**src/rtl/row_feed_if.sv**
```systemverilog
// row_feed_if: write/pop handshake, per-row status and output bus of row_feed_buf.
interface row_feed_if #(
  parameter int WORDLEN = 8,
  parameter int ROWS = 16
);
  localparam int RB = ROWS > 1 ? $clog2(ROWS) : 1;
  logic flush, wr_valid, wr_ready, rd_en, rd_ready, busy;
  logic [RB-1:0] wr_row;
  logic [WORDLEN-1:0] wr_data;
  logic [ROWS*WORDLEN-1:0] out_data;
  logic [ROWS-1:0] out_valid, empty, full;
  modport master (
    output flush, wr_valid, wr_row, wr_data, rd_en,
    input wr_ready, rd_ready, out_data, out_valid, empty, full, busy
  );
  modport slave (
    input flush, wr_valid, wr_row, wr_data, rd_en,
    output wr_ready, rd_ready, out_data, out_valid, empty, full, busy
  );
endinterface

```
**src/rtl/row_feed_buf.sv**
```systemverilog
// row_feed_buf: per-row circular FIFOs popped in lockstep, feeding a row skew pipeline.
// Define ROW_FEED_SKEW_EN to delay row r by 1+r cycles; otherwise all rows emerge together.
module row_feed_buf #(
  parameter int WORDLEN = 8,
  parameter int DEPTH = 8,
  parameter int ROWS = 16
) (
  input logic clk,
  input logic rst,
  row_feed_if.slave bus
);
  localparam int RB = ROWS > 1 ? $clog2(ROWS) : 1;
  localparam int PW = DEPTH > 1 ? $clog2(DEPTH) : 1;
  localparam int CW = $clog2(DEPTH + 1);
  logic [ROWS-1:0] sel, we;
  logic [ROWS*WORDLEN-1:0] head;
  logic pop;
  assign bus.rd_ready = ~|bus.empty;
  assign bus.wr_ready = |(sel & ~bus.full);
  assign we = (bus.wr_valid && !bus.flush) ? (sel & ~bus.full) : '0;
  assign pop = bus.rd_en && bus.rd_ready && !bus.flush;
  for (genvar r = 0; r < ROWS; r++) begin : g_row
    logic [WORDLEN-1:0] mem_q [DEPTH];
    logic [PW-1:0] rptr_q, rptr_d, wptr_q, wptr_d;
    logic [CW-1:0] cnt_q, cnt_d;
    assign sel[r] = bus.wr_row == RB'(r);
    assign bus.empty[r] = cnt_q == '0;
    assign bus.full[r] = cnt_q == CW'(DEPTH);
    assign head[r*WORDLEN +: WORDLEN] = mem_q[rptr_q];
    always_comb begin
      rptr_d = pop ? (rptr_q == PW'(DEPTH - 1) ? '0 : rptr_q + PW'(1)) : rptr_q;
      wptr_d = we[r] ? (wptr_q == PW'(DEPTH - 1) ? '0 : wptr_q + PW'(1)) : wptr_q;
      cnt_d = cnt_q + CW'(we[r]) - CW'(pop);
    end
    always_ff @(posedge clk) begin
      if (rst || bus.flush) begin
        rptr_q <= '0;
        wptr_q <= '0;
        cnt_q <= '0;
      end else begin
        rptr_q <= rptr_d;
        wptr_q <= wptr_d;
        cnt_q <= cnt_d;
      end
    end
    always_ff @(posedge clk) begin
      if (we[r]) mem_q[wptr_q] <= bus.wr_data;
    end
  end
`ifdef ROW_FEED_SKEW_EN
  logic [ROWS-1:0] any_v;
  assign bus.busy = |any_v;
  for (genvar r = 0; r < ROWS; r++) begin : g_skew
    logic [r:0] v_q;
    logic [WORDLEN-1:0] d_q [r+1];
    assign any_v[r] = |v_q;
    assign bus.out_valid[r] = v_q[r];
    assign bus.out_data[r*WORDLEN +: WORDLEN] = v_q[r] ? d_q[r] : '0;
    always_ff @(posedge clk) begin
      if (rst || bus.flush) v_q <= '0;
      else v_q <= (r+1)'({v_q, pop});
    end
    always_ff @(posedge clk) begin
      d_q[0] <= head[r*WORDLEN +: WORDLEN];
      for (int k = 1; k <= r; k++) d_q[k] <= d_q[k-1];
    end
  end
`else
  logic v_q;
  logic [ROWS*WORDLEN-1:0] d_q;
  assign bus.busy = v_q;
  assign bus.out_valid = {ROWS{v_q}};
  assign bus.out_data = v_q ? d_q : '0;
  always_ff @(posedge clk) begin
    v_q <= !rst && !bus.flush && pop;
    d_q <= head;
  end
`endif
endmodule

```
**src/flat_wrapper.sv**
```systemverilog
// flat-port wrapper written by rule: the top's interface ports become plain ports
module row_feed_buf_flat 
#(
  parameter int WORDLEN = 8,
  parameter int DEPTH = 8,
  parameter int ROWS = 16
)
  (clk, rst, bus_flush, bus_wr_valid, bus_wr_row, bus_wr_data, bus_rd_en, bus_wr_ready, bus_rd_ready, bus_out_data, bus_out_valid, bus_empty, bus_full, bus_busy);
  row_feed_if #(.WORDLEN(WORDLEN), .ROWS(ROWS)) bus_i ();
  input logic clk;
  input logic rst;
  input wire logic [$bits(bus_i.flush)-1:0] bus_flush;
  input wire logic [$bits(bus_i.wr_valid)-1:0] bus_wr_valid;
  input wire logic [$bits(bus_i.wr_row)-1:0] bus_wr_row;
  input wire logic [$bits(bus_i.wr_data)-1:0] bus_wr_data;
  input wire logic [$bits(bus_i.rd_en)-1:0] bus_rd_en;
  output wire logic [$bits(bus_i.wr_ready)-1:0] bus_wr_ready;
  output wire logic [$bits(bus_i.rd_ready)-1:0] bus_rd_ready;
  output wire logic [$bits(bus_i.out_data)-1:0] bus_out_data;
  output wire logic [$bits(bus_i.out_valid)-1:0] bus_out_valid;
  output wire logic [$bits(bus_i.empty)-1:0] bus_empty;
  output wire logic [$bits(bus_i.full)-1:0] bus_full;
  output wire logic [$bits(bus_i.busy)-1:0] bus_busy;
  assign bus_i.flush = bus_flush;
  assign bus_i.wr_valid = bus_wr_valid;
  assign bus_i.wr_row = bus_wr_row;
  assign bus_i.wr_data = bus_wr_data;
  assign bus_i.rd_en = bus_rd_en;
  assign bus_wr_ready = bus_i.wr_ready;
  assign bus_rd_ready = bus_i.rd_ready;
  assign bus_out_data = bus_i.out_data;
  assign bus_out_valid = bus_i.out_valid;
  assign bus_empty = bus_i.empty;
  assign bus_full = bus_i.full;
  assign bus_busy = bus_i.busy;
  row_feed_buf #(.WORDLEN(WORDLEN), .DEPTH(DEPTH), .ROWS(ROWS)) u_core (.clk(clk), .rst(rst), .bus(bus_i));
endmodule
```
**config.mk**
```make
export PLATFORM = sky130hd
export DESIGN_NAME = row_feed_buf_flat
export DESIGN_NICKNAME = d
export VERILOG_FILES = /design/src/rtl/row_feed_if.sv /design/src/rtl/row_feed_buf.sv /design/src/flat_wrapper.sv
export SDC_FILE = /design/constraint.sdc
export NUM_CORES = 2
export LEC_CHECK = 0
export ABC_AREA = 1
export ABC_CLOCK_PERIOD_IN_PS = 7600
export CAP_MARGIN = 25
export CORE_ASPECT_RATIO = 0.7
export CORE_MARGIN = 3
export CORE_UTILIZATION = 65
export CTS_CLUSTER_SIZE = 40
export DETAILED_ROUTE_END_ITERATION = 6
export MAX_ROUTING_LAYER = met4
export PLACE_DENSITY = 0.9
export SETUP_SLACK_MARGIN = 0.05
export SLEW_MARGIN = 20
export SYNTH_ARGS = -nofsm -noshare
export SYNTH_HDL_FRONTEND = slang
export SYNTH_SLANG_ARGS = --single-unit
```
**constraint.sdc**
```tcl
create_clock -name clk -period 7.6 [get_ports clk]
set_input_delay 1.14 -clock clk [delete_from_list [all_inputs] [get_ports clk]]
set_output_delay 1.14 -clock clk [all_outputs]
set_load 0.1 [all_outputs]
```
==> qor.csv <==
stage,metric,value,unit
critical_path,cp_slowest_cell,inv_1,
pwr,p_leak,22.7,nW
synth,async_flop_share,0,%
run_status,status,"complete, no violations",
detailed_routing,drt-total-wl,126000,µm
detailed_routing,vias,36964,
clock_network,cts_tree,yes,
pwr,p_comb_share,1.4,%
grt,grt_pass1_vias,36248,
floorplan,row_count,87,
floorplan,die_y,246,µm
pwr,swShare,19.5,%
pwr,p_switching,2.72,mW
job,maxCapViolations,0,
pwr,pwr-share-seq,55.6,%
synth,ys_ff_latch,1313,
timing,slew_headroom,27.1,%
pwr,clkPwrFrac,43.0,%
pwr,p_int,11.2,mW
pwr,power_density,229,nW/µm²
critical_path,crit_arrival,5.53,ns
layout,drive_above_1_share,7.53,%
worst_hold_path,hold_path_depth,2,
synth,yosysTopAreaCell,edfxtp_1,
synth,syn_area,53300,µm²
timing,post-route-period-util,65.7,%
grt,grt_use_total,29.7,%
critical_path,crit_path_end_kind,flip-flop,
synth,avgSynthCellArea,11.3,µm²
critical_path,cp-start-kind,flip-flop,
timing,finalSetupViolCount,0,
timing,finClkSkew,0.0210,ns
clock_network,cts_resized,0,
layout,finish.net_count,5109,
clock_network,numCtsBuffers,113,
floorplan,die_x,348,µm
worst_hold_path,min_to,u_core.g_row[4].wptr_q[0]$_SDFFE_PP0P_,
synth,yosysWarnings,0,
place,place_congestion,0.845,
floorplan,start_util,65.9,%
timing,fin_setup_tns,0,ns
floorplan,fp.dieArea,85600,µm²
synth,ys_seq_area_share,68.5,%
critical_path,required,8.14,ns
timing,finalCriticalPeriod,4.99,ns
timing,fmax,200,MHz
grt,gr-total-overflow,0,
timing,finalHoldViolCount,0,
critical_path,r2r_cells,16,
synth,yosysUniqueCellTypes,30,
grt,grt_max_degree,96,
floorplan,fp.coreArea,80900,µm²
layout,fill_cells,4647,
worst_hold_path,hold_class,reg -> reg,
clock_network,htree_levels,3,
clock_network,postCtsHoldBufs,0,
layout,area_delta_synth_final,13.8,%
detailed_routing,drtAntennaViolNets,0,
clock_network,clk_pin_slew,0.07,ns
clock_network,cts_buffer_depth,3,
critical_path,critical_path.max_stage_delay,0.90,ns
clock_network,clockRootBuffer,clkbuf_16,
critical_path,critical_path_class,reg -> reg,
critical_path,timing.rr.end,u_core.g_row[13].cnt_q[2]$_SDFF_PP0_,
synth,synth.most_common_cell,edfxtp_1,
critical_path,r2r_slack,2.61,ns
pwr,ir_drop,0.232,mV
detailed_routing,first_pass_iters,6,
grt,grt_first_pass_wirelength,193000,µm
pwr,p_total,13.9,mW
synth,synth_nets,4905,
clock_network,cts_num_sinks,1313,
place,hpwl,74400,µm
timing,rsz0062_at_grt,false,
detailed_routing,initialDrtViolationCount,4617,
floorplan,io_pins,196,
grt,antenna_found_initial,4,
synth,synthTopCellsByArea,"edfxtp_1, dfxtp_1, nor2_1",
critical_path,cp_max_fo,34,
synth,netlist_instances,4712,
timing,finalMaxSlewViolations,0,
worst_hold_path,min_from,u_core.g_row[4].wptr_q[0]$_SDFFE_PP0P_,
clock_network,insertion_delay,0.70,ns
detailed_routing,vias_per_cell,6.07,
place,numPortBuffers,195,
critical_path,path_common_cell,inv_1,
synth,synth.top_cells.by_count,"edfxtp_1, nor2_1, nand2_1, inv_1, o21ai_0",
clock_network,cts_setup_buffers,0,
synth,synth-edff-count,1024,
timing,tightest_slew,1.09,ns
detailed_routing,wl_per_cell,20.8,µm
synth,synth_top_area_share,57.7,%
synth,synth-main-ff-cell,edfxtp_1,
critical_path,reg2reg_from,u_core.g_row[8].cnt_q[3]$_SDFF_PP0_,
detailed_routing,drcViolationCount,0,
critical_path,path_cells,"inv_1, ha_1, nand3_1, nand2_1, nor2_1, nand2_1, nor2_4, nand2_2, inv_1, ha_1, inv_1, ha_1, inv_1, fa_1, xor2_1, nor2_1",
## area by class of cell
type	instances	area (µm²)	share of cell area [%]
clock inverter	46	508	0.837
clock buffer	170	3370	5.56
tap	1068	1340	2.20
timing repair buffer	321	3030	5.00
sequential	1313	36600	60.2
multi-input combinational	2717	14200	23.4
antenna	5	12.5	0.0206
inverter	450	1690	2.78
## worst max-delay path by stage
stage | startpoint | to | slack (ns) | cells past startpoint
final | u_core.g_row[8].cnt_q[3]$_SDFF_PP0_ | u_core.g_row[13].cnt_q[2]$_SDFF_PP0_ | 2.61 | 16
after global routing | u_core.g_row[8].cnt_q[2]$_SDFF_PP0_ | u_core.g_row[13].cnt_q[2]$_SDFF_PP0_ | 2.35 | 16
after CTS | u_core.g_row[8].cnt_q[3]$_SDFF_PP0_ | u_core.g_row[13].cnt_q[2]$_SDFF_PP0_ | 2.73 | 16
after detailed placement | bus_flush | u_core.g_row[5].cnt_q[2]$_SDFF_PP0_ | 2.16 | 12
after global placement | bus_flush | u_core.g_row[5].cnt_q[2]$_SDFF_PP0_ | 2.28 | 12
after floorplan | u_core.bus.busy$_DFF_P_ | bus_out_data[107] | 3.96 | 4
## power groups by stage
| stage | registers [mW] | clock network (mW) | logic, mW |
|---|---|---|---|
| floorplan | 7.89 | 0 | 0.0585 |
| global placement | 7.89 | 0 | 0.177 |
| detailed placement | 7.90 | 0 | 0.185 |
| CTS | 7.74 | 6.00 | 0.187 |
| global route | 7.73 | 6.30 | 0.204 |
| finish | 7.74 | 5.99 | 0.192 |
## cell usage in the layout (no fill, tap or decap), types with 26 or more instances in the layout
cell type        instances
buf_4                  111
nor3_1                  83
nand2_1                678
clkbuf_1                33
dfxtp_1                277
edfxtp_1              1024
clkbuf_16              122
o22ai_1                 64
nor2_1                 905
inv_1                  422
o32ai_1                192
nand3_1                 60
o21ai_0                358
a21oi_1                 95
clkdlybuf4s50_1        187
ha_1                   160
inv_2                   26
## layer usage
layer | GRT usage [%] | up-vias | wire [µm]
met2 | 47.5 | 2244 | 60800
met4 | 10.3 | 0 | 3720
met1 | 38.8 | 17762 | 48300
met5 | - | - | 0
met3 | 5.74 | 297 | 13600
li1 | - | 16661 | -
## metrics by stage
| step | hold slack, ns | cell area (µm²) | util [%] | setup slack, ns | std cells |
|---|---|---|---|---|---|
| after CTS | 0.520 | 60400 | 74.7 | 2.73 | 6070 |
| after floorplan | 0.482 | 53300 | - | 3.96 | 4712 |
| after global placement | 0.494 | 56300 | 69.7 | 2.28 | 5846 |
| after global routing | 0.567 | 60700 | 75.0 | 2.35 | 6090 |
| after detailed placement | 0.509 | 56500 | 69.9 | 2.16 | 5854 |
| final | 0.523 | 60700 | 75.0 | 2.61 | 6090 |
## flip-flops by register name (all words and copies together), names as in the netlist
name                 count
u_core.d_q             128
u_core.g_row.wptr_q     48
u_core.g_row.mem_q    1024
u_core.g_row.cnt_q      64
u_core.bus.busy          1
u_core.g_row.rptr_q     48
## worst max-delay path, delay by kind of cell, from the launching register on
family,cells,cell delay (ns)
buffers and inverters,4,1.09
adder cells (fa/ha/maj),4,1.13
AND/OR/NAND/NOR,7,2.01
XOR/XNOR,1,0.21
flip-flops,1,0.36
## cell families (layout without fill, tap and decap cells)
kind of cell	Yosys count	count (layout)	synth area share, %
simple gates	1791	1791	13.2
flops	1313	1313	68.5
compound gates	734	734	8.52
buf+inv	682	987	5.14
fa+ha+maj	176	176	4.35
xor+xnor	16	16	0.263
other cells	0	5	0
(Power assumes the default switching activity.)
